[src/rtl/load_store_unit_if.sv]
// Request/response channel between the processor and the load/store unit.
// The processor drives the master side; the load/store unit is the slave.
interface load_store_unit_if #(
    parameter int ADDR_W = 8,
    parameter int DATA_W = 32
);
    logic                  req_valid;
    logic                  req_ready;
    logic                  req_we;
    logic [ADDR_W-1:0]     req_addr;
    logic [DATA_W-1:0]     req_wdata;
    logic [DATA_W/8-1:0]   req_be;
    logic                  rsp_valid;
    logic                  rsp_ready;
    logic [DATA_W-1:0]     rsp_rdata;

    modport master (
        output req_valid, req_we, req_addr, req_wdata, req_be, rsp_ready,
        input  req_ready, rsp_valid, rsp_rdata
    );

    modport slave (
        input  req_valid, req_we, req_addr, req_wdata, req_be, rsp_ready,
        output req_ready, rsp_valid, rsp_rdata
    );
endinterface

[src/rtl/load_store_unit.sv]
// Front end for the 256x32 word memory: one load/store in flight at a time,
// with sub-word stores done as read-modify-write because the memory only writes whole words.
module load_store_unit #(
    parameter int ADDR_W = 8,
    parameter int DATA_W = 32
) (
    input  logic              clk,
    input  logic              rst_n,
    load_store_unit_if.slave  bus,
    output logic              mem_en,
    output logic              mem_wen,
    output logic [ADDR_W-1:0] mem_addr,
    output logic [DATA_W-1:0] mem_wdata,
    input  logic [DATA_W-1:0] mem_rdata
);
    localparam int BE_W = DATA_W / 8;

    typedef enum logic [2:0] {IDLE, RD, RD_CAP, WR, RESP} state_t;

    state_t            state;
    logic [ADDR_W-1:0] addr_q;
    logic [DATA_W-1:0] wdata_q;
    logic [BE_W-1:0]   be_q;
    logic              we_q;
    logic [DATA_W-1:0] rdata_q;
    logic [DATA_W-1:0] merged;
    logic              access;

    always_comb begin
        merged = mem_rdata;
        for (int i = 0; i < BE_W; i++) begin
            if (be_q[i]) begin
                merged[8*i +: 8] = wdata_q[8*i +: 8];
            end
        end
    end

    // wdata_q is reused to hold the merged word once the read half of an RMW completes.
    always_ff @(posedge clk) begin
        if (!rst_n) begin
            state   <= IDLE;
            addr_q  <= '0;
            wdata_q <= '0;
            be_q    <= '0;
            we_q    <= 1'b0;
            rdata_q <= '0;
        end else begin
            unique case (state)
                IDLE: begin
                    if (bus.req_valid) begin
                        addr_q  <= bus.req_addr;
                        wdata_q <= bus.req_wdata;
                        be_q    <= bus.req_be;
                        we_q    <= bus.req_we;
                        if (!bus.req_we) begin
                            state <= RD;
                        end else if (&bus.req_be) begin
                            state <= WR;
                        end else if (|bus.req_be) begin
                            state <= RD;
                        end else begin
                            rdata_q <= '0;
                            state   <= RESP;
                        end
                    end
                end
                RD: begin
                    state <= RD_CAP;
                end
                RD_CAP: begin
                    if (we_q) begin
                        wdata_q <= merged;
                        state   <= WR;
                    end else begin
                        rdata_q <= mem_rdata;
                        state   <= RESP;
                    end
                end
                WR: begin
                    rdata_q <= wdata_q;
                    state   <= RESP;
                end
                RESP: begin
                    if (bus.rsp_ready) begin
                        state <= IDLE;
                    end
                end
                default: begin
                    state <= IDLE;
                end
            endcase
        end
    end

    // Memory strobes are gated by reset so a reset cycle can never write a half-done RMW.
    assign access    = rst_n && (state == RD || state == WR);
    assign mem_en    = access;
    assign mem_wen   = rst_n && (state == WR);
    assign mem_addr  = access ? addr_q  : '0;
    assign mem_wdata = access ? wdata_q : '0;

    assign bus.req_ready = (state == IDLE);
    assign bus.rsp_valid = (state == RESP);
    assign bus.rsp_rdata = rdata_q;
endmodule

[src/flat_wrapper.sv]
// flat-port wrapper written by rule: the top's interface ports become plain ports
module load_store_unit_flat 
#(
    parameter int ADDR_W = 8,
    parameter int DATA_W = 32
)
  (clk, rst_n, mem_en, mem_wen, mem_addr, mem_wdata, mem_rdata, bus_req_valid, bus_req_we, bus_req_addr, bus_req_wdata, bus_req_be, bus_rsp_ready, bus_req_ready, bus_rsp_valid, bus_rsp_rdata);
  load_store_unit_if #(.ADDR_W(ADDR_W), .DATA_W(DATA_W)) bus_i ();
  input  logic clk;
  input  logic rst_n;
  output logic mem_en;
  output logic mem_wen;
  output logic [ADDR_W-1:0] mem_addr;
  output logic [DATA_W-1:0] mem_wdata;
  input  logic [DATA_W-1:0] mem_rdata;
  input wire logic [$bits(bus_i.req_valid)-1:0] bus_req_valid;
  input wire logic [$bits(bus_i.req_we)-1:0] bus_req_we;
  input wire logic [$bits(bus_i.req_addr)-1:0] bus_req_addr;
  input wire logic [$bits(bus_i.req_wdata)-1:0] bus_req_wdata;
  input wire logic [$bits(bus_i.req_be)-1:0] bus_req_be;
  input wire logic [$bits(bus_i.rsp_ready)-1:0] bus_rsp_ready;
  output wire logic [$bits(bus_i.req_ready)-1:0] bus_req_ready;
  output wire logic [$bits(bus_i.rsp_valid)-1:0] bus_rsp_valid;
  output wire logic [$bits(bus_i.rsp_rdata)-1:0] bus_rsp_rdata;
  assign bus_i.req_valid = bus_req_valid;
  assign bus_i.req_we = bus_req_we;
  assign bus_i.req_addr = bus_req_addr;
  assign bus_i.req_wdata = bus_req_wdata;
  assign bus_i.req_be = bus_req_be;
  assign bus_i.rsp_ready = bus_rsp_ready;
  assign bus_req_ready = bus_i.req_ready;
  assign bus_rsp_valid = bus_i.rsp_valid;
  assign bus_rsp_rdata = bus_i.rsp_rdata;
  load_store_unit #(.ADDR_W(ADDR_W), .DATA_W(DATA_W)) u_core (.clk(clk), .rst_n(rst_n), .bus(bus_i), .mem_en(mem_en), .mem_wen(mem_wen), .mem_addr(mem_addr), .mem_wdata(mem_wdata), .mem_rdata(mem_rdata));
endmodule
[config.mk]
export PLATFORM = sky130hd
export DESIGN_NAME = load_store_unit_flat
export DESIGN_NICKNAME = d
export VERILOG_FILES = /design/src/rtl/load_store_unit_if.sv /design/src/rtl/load_store_unit.sv /design/src/flat_wrapper.sv
export SDC_FILE = /design/constraint.sdc
export NUM_CORES = 1
export LEC_CHECK = 0
export ABC_AREA = 1
export BUFFER_PORTS_ARGS = -buffer_cell sky130_fd_sc_hd__buf_2
export CORE_MARGIN = 1.5
export CORE_UTILIZATION = 49
export CTS_CLUSTER_DIAMETER = 200
export DETAILED_ROUTE_END_ITERATION = 10
export GPL_TIMING_DRIVEN = 0
export PLACE_DENSITY = 0.8
export SLEW_MARGIN = 5
export SYNTH_ARGS = -nofsm -noshare
export SYNTH_HDL_FRONTEND = slang
export SYNTH_SLANG_ARGS = --single-unit
[constraint.sdc]
create_clock -name clk -period 1.67 [get_ports clk]
set_clock_uncertainty 0.1 [all_clocks]
set_input_delay 0.167 -clock clk [delete_from_list [all_inputs] [get_ports clk]]
set_output_delay 0.167 -clock clk [all_outputs]
set_load 0.01 [all_outputs]
# --- Yosys cells after proc, flatten, opt, wreduce, memory -nomap -nowiden ---
# Index checks and enable logic that the tools add are counted.
classes:
  n_eq_ne: 15
  muxes: 22
  n_reduce_logical: 15
ops:
  columns: ["op", "n"]
  rows:
  - ["32-bit two-way mux", 8]
  - ["32-bit one-hot mux with 3 select lines", 1]
  - ["32-bit one-hot mux with 2 select lines", 1]
  - ["8-bit two-way mux", 5]
  - ["2-bit != test (second input constant)", 10]
  - ["4-bit AND reduction", 5]
  - ["3-bit two-way mux", 6]
  - ["3-bit one-hot mux with 5 select lines", 1]
  - ["3-bit by 2-bit == test with 1-bit output (second input constant)", 2]
  - ["6-bit AND reduction", 1]
  - ["2-bit AND reduction", 2]
  - ["4-bit OR reduction", 1]
  - ["3-bit by 1-bit == test with 1-bit output (second input constant)", 1]
  - ["3-bit == test (second input constant)", 1]
  - ["3-bit zero test", 1]
  - ["3-bit nonzero test", 1]
  - ["1-bit logical AND", 2]
  - ["2-bit by 1-bit != test with 1-bit output (second input constant)", 1]
  - ["2-bit nonzero test", 1]
  - ["1-bit logical OR", 1]
word_totals:
  reg_bits: 80
  in_bits: 81
  out_inout_bits: 76
  word_cells: 61

# --- Longest topological paths before layout ---
# Gate-level depths: netlist of the first run.
logic_depth:
  word_depth: 6
  depth_mapped: 11

# --- Worst setup path after synthesis of the first run ---
# OpenSTA, ideal clock, no wires.
synth_path:
  kind: "flip-flop to output port"
  startpoint: "reg u_core.state[0]"
  endpoint: "out mem_addr[0]"
  arrival_time_ns: 1.378
  slack_ns: 0.025
  stages_incl_launch_ff: 6
  n_path_buf: 1
  cell_sequence: "dfxtp_1 > inv_2 > nor3_1 > inv_1 > clkbuf_1 > nor2_1"
synth_between:
  elab_chain_len: 4
synth_lines:
  columns: ["item", "line_no", "source"]
  rows:
  - ["start, declared", "load_store_unit.sv:20", "state_t state;"]
  - ["start signal, assigned", "load_store_unit.sv:41", "state <= IDLE;"]
  - ["start signal, assigned", "load_store_unit.sv:56", "state <= RD;"]
  - ["start signal, assigned", "load_store_unit.sv:58", "state <= WR;"]
  - ["3-bit by 1-bit == test with 1-bit output / 3-bit by 2-bit == test with 1-bit output (equally long branches)", "load_store_unit.sv:96", "assign access = rst_n && (state == RD || state == WR);"]
  - ["1-bit logical OR *", "load_store_unit.sv:96", null]
  - ["1-bit logical AND *", "load_store_unit.sv:96", null]
  - ["named net mem_en", "flat_wrapper.sv:11", "output logic mem_en;"]
  - ["8-bit two-way mux *", "load_store_unit.sv:99", "assign mem_addr = access ? addr_q : '0;"]
  - ["end, declared", "flat_wrapper.sv:13", "output logic [ADDR_W-1:0] mem_addr;"]
# Mark *: on every way through the listed nets, which the timed path passes. The rest lies on a longest branch.

# --- Worst setup path after layout of the first run ---
layout_path:
  startpoint: "reg u_core.state[0]"
  endpoint: "out mem_wdata[16]"
layout_between:
  elab_chain_len: 4
layout_lines:
  columns: ["item", "line_no", "source"]
  rows:
  - ["3-bit by 1-bit == test with 1-bit output / 3-bit by 2-bit == test with 1-bit output (equally long branches)", "load_store_unit.sv:96", null]
  - ["1-bit logical OR *", "load_store_unit.sv:96", null]
  - ["1-bit logical AND *", "load_store_unit.sv:96", null]
  - ["32-bit two-way mux *", "load_store_unit.sv:100", "assign mem_wdata = access ? wdata_q : '0;"]
  - ["end, declared", "flat_wrapper.sv:14", "output logic [DATA_W-1:0] mem_wdata;"]
# Every way passes the cells marked *; elsewhere a longest branch is shown, timed or not.

==> results of run 1 <==
## worst max-delay path, stage by stage (launching register included)
cell,delay [ps]
dfxtp_4,390
inv_4,50
nor3_4,190
inv_4,100
clkbuf_16,190
nor2_2,110
buf_2,150
## final cells by class
class	count	area share [%]
multi-input cells	473	38.2
flip-flops and latches	80	26.8
repair buffers	178	18.0
inverters	99	6.43
plain buffers	35	5.08
clock buffers	11	2.36
well taps	105	2.19
clock inverters	5	0.940
## report_power, final
group	total (mW)	internal, mW	leakage, nW	switching, mW
Clock	1.46	0.730	0.0993	0.731
Sequential	2.52	2.33	0.660	0.184
Combinational	3.26	1.30	2.48	1.95
## registers in the layout, indices dropped and copies added, names as in the netlist
signal and count:
u_core.we_q 1, u_core.be_q 4, u_core.wdata_q 32, u_core.state 3, u_core.bus.rsp_rdata 32, u_core.addr_q 8
## metal layers
layer / part of all wire, % / track usage [%] / vias to the layer above
li1: - / - / 2470
met1: 40 / 36.9 / 2442
met2: 49 / 51.2 / 286
met3: 8.3 / 5.15 / 35
met4: 2.3 / 13.7 / 0
met5: 0 / 0 / -
## timing repair
item / in CTS / in global routing
cloned: 1 / 4
gates resized for setup: 46 / 114
setup buffers: 11 / 4
setup endpoints to repair: 106 / 119
endpoints found under the hold margin: 3 / 0
pin swaps: 4 / 14
hold buffers: 3 / 0
## final timing paths
check,from,to,slack [ps],cells after the start
worst max-delay path,u_core.state[0],mem_wdata[16],-140,6
worst min-delay path,bus_req_addr[5],u_core.addr_q[5],-4,3
worst max register to register,u_core.state[0],u_core.wdata_q[13],-30,8
worst min register to register,u_core.addr_q[2],u_core.addr_q[2],370,2
## metrics by stage
stage / instances / setup WS [ps] / power [mW] / hold slack (ps)
after floorplan: 689 / 24.9 / 4.17 / 239
after global placement: 949 / -219 / 4.85 / 340
after detailed placement: 949 / -236 / 4.94 / 328
after CTS: 979 / -63.3 / 6.59 / 0.527
after global routing: 986 / -155 / 7.64 / 26.7
final: 986 / -137 / 7.24 / -4.40
## placed cells by master, fill, tap and decap left out, types with 15 or more instances in the layout
master	netlist	final
nand2_1	174	154
nand3_1	36	34
buf_2	8	155
dfxtp_1	80	78
o21ai_0	43	37
nand2_2	1	20
nor2_1	174	136
nor2_2	0	28
inv_1	96	94
buf_4	4	15
o22ai_1	15	15
## kinds of logic after synthesis
| group | count (synthesis) |
|---|---|
| AOI/OAI and AO/OA | 80 |
| buffers and inverters | 136 |
| DFF | 80 |
| and+or+nand+nor | 393 |
==> impl_results.md, run 1 <==
* Status: complete, but fails checks
* Failing checks: negative hold slack, negative setup slack
* # rows at 33
* Synth Cell Area at 4150 um2
* TritonRoute pass-1 iters at 5
* Number of global-route vias before repair at 4649
* Ys flop type: dfxtp_1
* Vias/cell at 5.31
* Critical path class: flip-flop to output pin
* DR WL/cell at 15.0 um
* CTS tree: done
* CTS Root Cell: clkbuf_8
* Post-layout utilization of the core at 72.9%
* Fin crit share at 108%
* Yosys reg bits at 80
* Syn avg cell area at 6.02 um2
* Simple-Gate Fraction of Synth Area at 37.5%
* Final Setup Violations at 48
* Crit path DAT at 1540 ps
* CP Capture Type: output pin
* H-Tree Depth at 3
* Worst vdd ir at 0.658 mV
* Tot GR Track Use at 30.1%
* GP Congestion at 0.875
* Worst setup margin at -137 ps
* Critical Path Fanout Max at 10
* Leakage power total at 3.24 nW
* Die Y at 95.0 um
* Num CTS Buffers at 9
* Total grt overflow at 0
* Clk buf depth at 2
* Final ANT Viol Nets at 0
* Synth top area share at 38.6%
* Final Hold Viols at 3
* Vias at 5233
* Slew headroom at 61.7%
* Max Cap Viol at 0
* Antenna cells at 0
* Compound-gate portion of the synthesized area at 10.6%
* Hold Path Class: primary input to flip-flop
* Area leader, netlist: dfxtp_1
* Multi-input logic area at 2290 um2
* DP Wirelength at 9.73 mm
* Worst setup SP type: flip-flop
* First-pass GRT wire length at 21.0 mm
* Syn Nets at 770
* Top post-synthesis cells by area: dfxtp_1 (39%), nand2_1 (16%), nor2_1 (16%)
* Final Critical Period at 1810 ps
* Nets@finish at 957
* Ys Warns at 0
* Fin area at 5990 um2
* Synth Area in Adders at 0%
* Clock latency at the later pin of the worst-skew pair at 360 ps
* Clk slew on worst S/H paths at 80 ps
* Final slew viol count at 0
* Area growth syn-to-layout at 44.4%
* Post-synthesis sequential area ratio at 38.6%
* DRC at 0
* Max Fclk at 0.553 GHz
* Synth cell count leaders: nand2_1 (174), nor2_1 (174), inv_1 (96)
* Fraction of layout cells with a size suffix above 1 at 33.5%
* Post-synth EDFFs at 0
* Count of unique library cells instantiated by Yosys at 22
* Setup TNS at -2980 ps
* DIE WIDTH at 95.0 um
* Die area at 9020 um2
* Clock sinks at 80
* Slew at the pin closest to its max-slew limit at 575 ps
* Multiplexer share of the synthesized area at 0%
* Ports at 157
* Synth Area in XOR/XNOR at 0%
* Largest net degree at the start of global routing at 18
* Dpl cell area at 5050 um2
* CORE AREA at 8220 um2
* Req. time, crit path at 1400 ps
* Async SR Flop Fraction at 0%
* Register area at 1610 um2
* Initial Utilization at 50.5%
* Drt initial violations at 411
* PwrDens at 1210 nW/um2
* IO Port Bufs at 155
* Filler instances at 643
* Unrepaired setup endpoints after global routing: true
* Main combinational cell family by area after synthesis: simple AND/OR/NAND/NOR gates
* Final hold slack at -4.40 ps
* Gate Count Post-Synth at 689
* Initial antenna violation count at 0
* Routed WL at 14.8 mm
(Power assumes the default switching activity.)
==> inputs of run 2 (changes only) <==
--- a/config.mk
+++ b/config.mk
@@ -5,7 +5,6 @@
 export SDC_FILE = /design/constraint.sdc
 export NUM_CORES = 1
 export LEC_CHECK = 0
-export ABC_AREA = 1
 export BUFFER_PORTS_ARGS = -buffer_cell sky130_fd_sc_hd__buf_2
 export CORE_MARGIN = 1.5
 export CORE_UTILIZATION = 49
==> impl_results.md, run 2 <==
* Tot GR Track Use at 30.1% (about the same)
* Number of stages on the worst setup path at 7 (+1)
* Main combinational cell family by area after synthesis: compound AO/OA/AOI/OAI gates
* Max Fclk at 0.546 GHz (-1.3%)
* Post-synth EDFFs at 0 (unchanged)
* Worst setup SP type: flip-flop
* Async SR Flop Fraction at 0% (unchanged)
* CP Capture Type: output pin
* Die Y at 93.8 um (-1.3%)
* Dpl ws at -470 ps (-235 ps)
* H-Tree Depth at 3 (unchanged)
* Initial Utilization at 51.4% (+0.97 points)
* Synth Cell Area at 4040 um2 (-2.7%)
* Hold Path Class: primary input to flip-flop
* Simple-Gate Fraction of Synth Area at 19.3% (-18 points)
* Top delay family on crit path: buffers and inverters
* Syn Nets at 514 (-33%)
* Vias/cell at 5.80 (+9.2%)
* Clock sinks at 80 (unchanged)
* Final Setup Violations at 101 (+110%)
* IO Port Bufs at 155 (unchanged)
* Slew headroom at 59.4% (-2.2 points)
* HP Start: mem_rdata[19]
* Final ANT Viol Nets at 0 (unchanged)
* Sequence of cells on the critical path: buf_8 > inv_2 > nor2_4 > buf_12 > clkbuf_16 > and2_1 > buf_2
* Commonest non-fill, non-tap cell in the layout: buf_2
* Fin crit share at 110% (+1.4 points)
* Number of global-route vias before repair at 4030 (-13%)
* Failing checks: negative setup slack
* Die area at 8790 um2 (-2.6%)
* Most frequent cells in the layout: buf_2 (139), nand2_1 (92), dfxtp_1 (78), mux2i_1 (63)
* Top post-synthesis cells by area: dfxtp_1 (40%), mux2i_1 (16%), nand2_1 (8.6%)
* Routed WL at 13.8 mm (-6.5%)
* Worst vdd ir at 0.575 mV (-13%)
* R2R setup slack at -120 ps (-90 ps)
* Final Critical Period at 1830 ps (+23.5 ps)
* Count of unique library cells instantiated by Yosys at 33 (+50%)
* Nets@finish at 707 (-26%)
* Post-synthesis sequential area ratio at 39.7% (+1.1 points)
* Count leader, synth: nand2_1
* Hold Path Sink: u_core.bus.rsp_rdata[19]
* Reg2Reg Capture Point: u_core.bus.rsp_rdata[16]
* Yosys reg bits at 80 (unchanged)
* Clk buf depth at 2 (unchanged)
* Syn avg cell area at 9.32 um2 (+55%)
* Critical path class: flip-flop to output pin
* Antenna cells at 0 (unchanged)
* Num CTS Buffers at 9 (unchanged)
* CORE AREA at 7850 um2 (-4.5%)
* Area growth syn-to-layout at 48.5%
* DRC at 0 (unchanged)
* Synth Area in XOR/XNOR at 0% (unchanged)
* Final hold slack at 8.01 ps (+12.4 ps)
* Fraction of layout cells with a size suffix above 1 at 47.4% (+14 points)
* Vias at 4250 (-19%)
* Gate Count Post-Synth at 433 (-37%)
* Ports at 157 (unchanged)
* Status: complete, but fails checks
* Worst r2r path cells at 6 (-2)
* First-pass GRT wire length at 20.3 mm (-3.3%)
* Clock latency at the later pin of the worst-skew pair at 350 ps (about the same)
* Critical Path Fanout Max at 9 (-1)
* Synth top area share at 39.7% (+1.1 points)
* Multiplexer share of the synthesized area at 15.9% (+16 points)
* Compound-gate portion of the synthesized area at 19.6% (+9.0 points)
* Final Hold Viols at 0 (-3)
* PwrDens at 810 nW/um2 (-33%)
* Ys Warns at 0 (unchanged)
* CTS tree: done
* Critical path's slowest cell: dfxtp_4
* DP Wirelength at 9.02 mm (-7.3%)
* Final slew viol count at 0 (unchanged)
* DR WL/cell at 18.9 um (+26%)
* Largest net degree at the start of global routing at 15 (-3)
* CTS Root Cell: clkbuf_8
* Worst setup margin at -161 ps (-23.5 ps)
* Area leader, netlist: dfxtp_1
* Hold depth at 3 (unchanged)
* Clk slew on worst S/H paths at 80 ps (about the same)
* CP Buf/Inv Count at 5 (+1)
* Drt initial violations at 203 (-51%)
* TritonRoute pass-1 iters at 5 (unchanged)
* Leakage power total at 2.67 nW (-17%)
* Ys flop type: dfxtp_1
* GP Congestion at 0.880 (+0.57%)
* Synth Area in Adders at 0% (unchanged)
* Synth cell count leaders: nand2_1 (92), dfxtp_1 (80), mux2i_1 (64)
* Filler instances at 539 (-16%)
* Unrepaired setup endpoints after global routing: true
* Crit path DAT at 1560 ps (+20 ps)
* Initial antenna violation count at 0 (unchanged)
* Slew at the pin closest to its max-slew limit at 609 ps (+33.5 ps)
* Worst reg2reg startpoint: u_core.state[2]
* DIE WIDTH at 93.8 um (-1.3%)
* Total grt overflow at 0 (unchanged)
* Delay of the slowest critical-path stage at 370 ps (-20 ps)
* Max Cap Viol at 0 (unchanged)
* # rows at 32 (-3.0%)
* Req. time, crit path at 1400 ps (about the same)
[run 2: cell count changes after synthesis, sizes merged, moves of 12 or more]
cell    delta
nor2     -173
inv       -98
nand2     -83
mux2i     +64
and2      +46
o21ai     -44
nand3     -37
o221a     +32
o32ai     +32
o22ai     -15
a21boi    +13
a21oi     -12
[run 2: layout make-up]
cell class | instances | area, um2 | area share, %
Multi-Input combinational cell | 309 | 2420 | 40.4
Sequential cell | 80 | 1610 | 26.8
Timing Repair Buffer | 183 | 1200 | 20.0
Buffer | 42 | 405 | 6.76
Clock buffer | 10 | 138 | 2.30
Tap cell | 102 | 128 | 2.13
Clock inverter | 6 | 90.1 | 1.50
Inverter | 1 | 3.75 | 0.0626
[run 2: how the worst max path moves through the flow]
stage,startpoint,to,slack [ps]
global route,u_core.state[2],mem_wdata[14],-220
detailed placement,u_core.we_q,u_core.bus.rsp_rdata[26],-470
global placement,u_core.state[0],mem_wdata[23],-390
floorplan,u_core.state[1],u_core.wdata_q[0],60
finish,u_core.state[0],mem_wdata[9],-160
CTS,u_core.state[2],mem_wdata[16],-130
[run 2: what timing repair did]
action | in CTS | in global routing
hold buffers | 11 | 0
gates resized for setup | 111 | 23
gates cloned | 3 | 2
pin swaps | 17 | 1
endpoints found under the setup margin | 116 | 117
buffers inserted | 10 | 2
hold endpoints to repair | 11 | 0
[run 2: metrics by stage]
step / instances / setup TNS, ps / util [%] / power (mW) / cell area, um2
floorplan: 433 / 0 / - / 2.72 / 4040
global placement: 690 / -27650 / 62.9 / 3.02 / 4940
detailed placement: 690 / -33950 / 62.9 / 3.06 / 4940
CTS: 730 / -5570 / 74.6 / 4.80 / 5860
global route: 733 / -15210 / 76.4 / 5.02 / 5990
finish: 733 / -8870 / 76.4 / 4.86 / 5990
[run 2: report_power, final]
| group | internal (mW) | leakage [nW] | switching (mW) |
|---|---|---|---|
| clock | 0.888 | 0.113 | 0.734 |
| combinational | 0.529 | 1.90 | 0.551 |
| sequential | 2.05 | 0.657 | 0.104 |
[run 2: cell families after synthesis]
logic type,count (synthesis)
flip-flops,80
AND/OR/NAND/NOR,159
multiplexers,64
AO/OA/AOI/OAI,86
buffers and inverters,44
[run 2: per-layer routing]
layer / GRT usage (%) / routed length (um) / vias up
met3: 4.94 / 966 / 35
met1: 37.1 / 5700 / 2051
met2: 51.6 / 6760 / 204
li1: - / - / 1960
met4: 12.8 / 411 / 0
met5: 0 / 0 / -
[run 2: worst register-to-register path, stage by stage (launching register included)]
cell      delay [ps]
dfxtp_4          370
nand2b_4         160
buf_4            150
or4b_1           490
buf_6            170
buf_8            150
o32ai_1          120
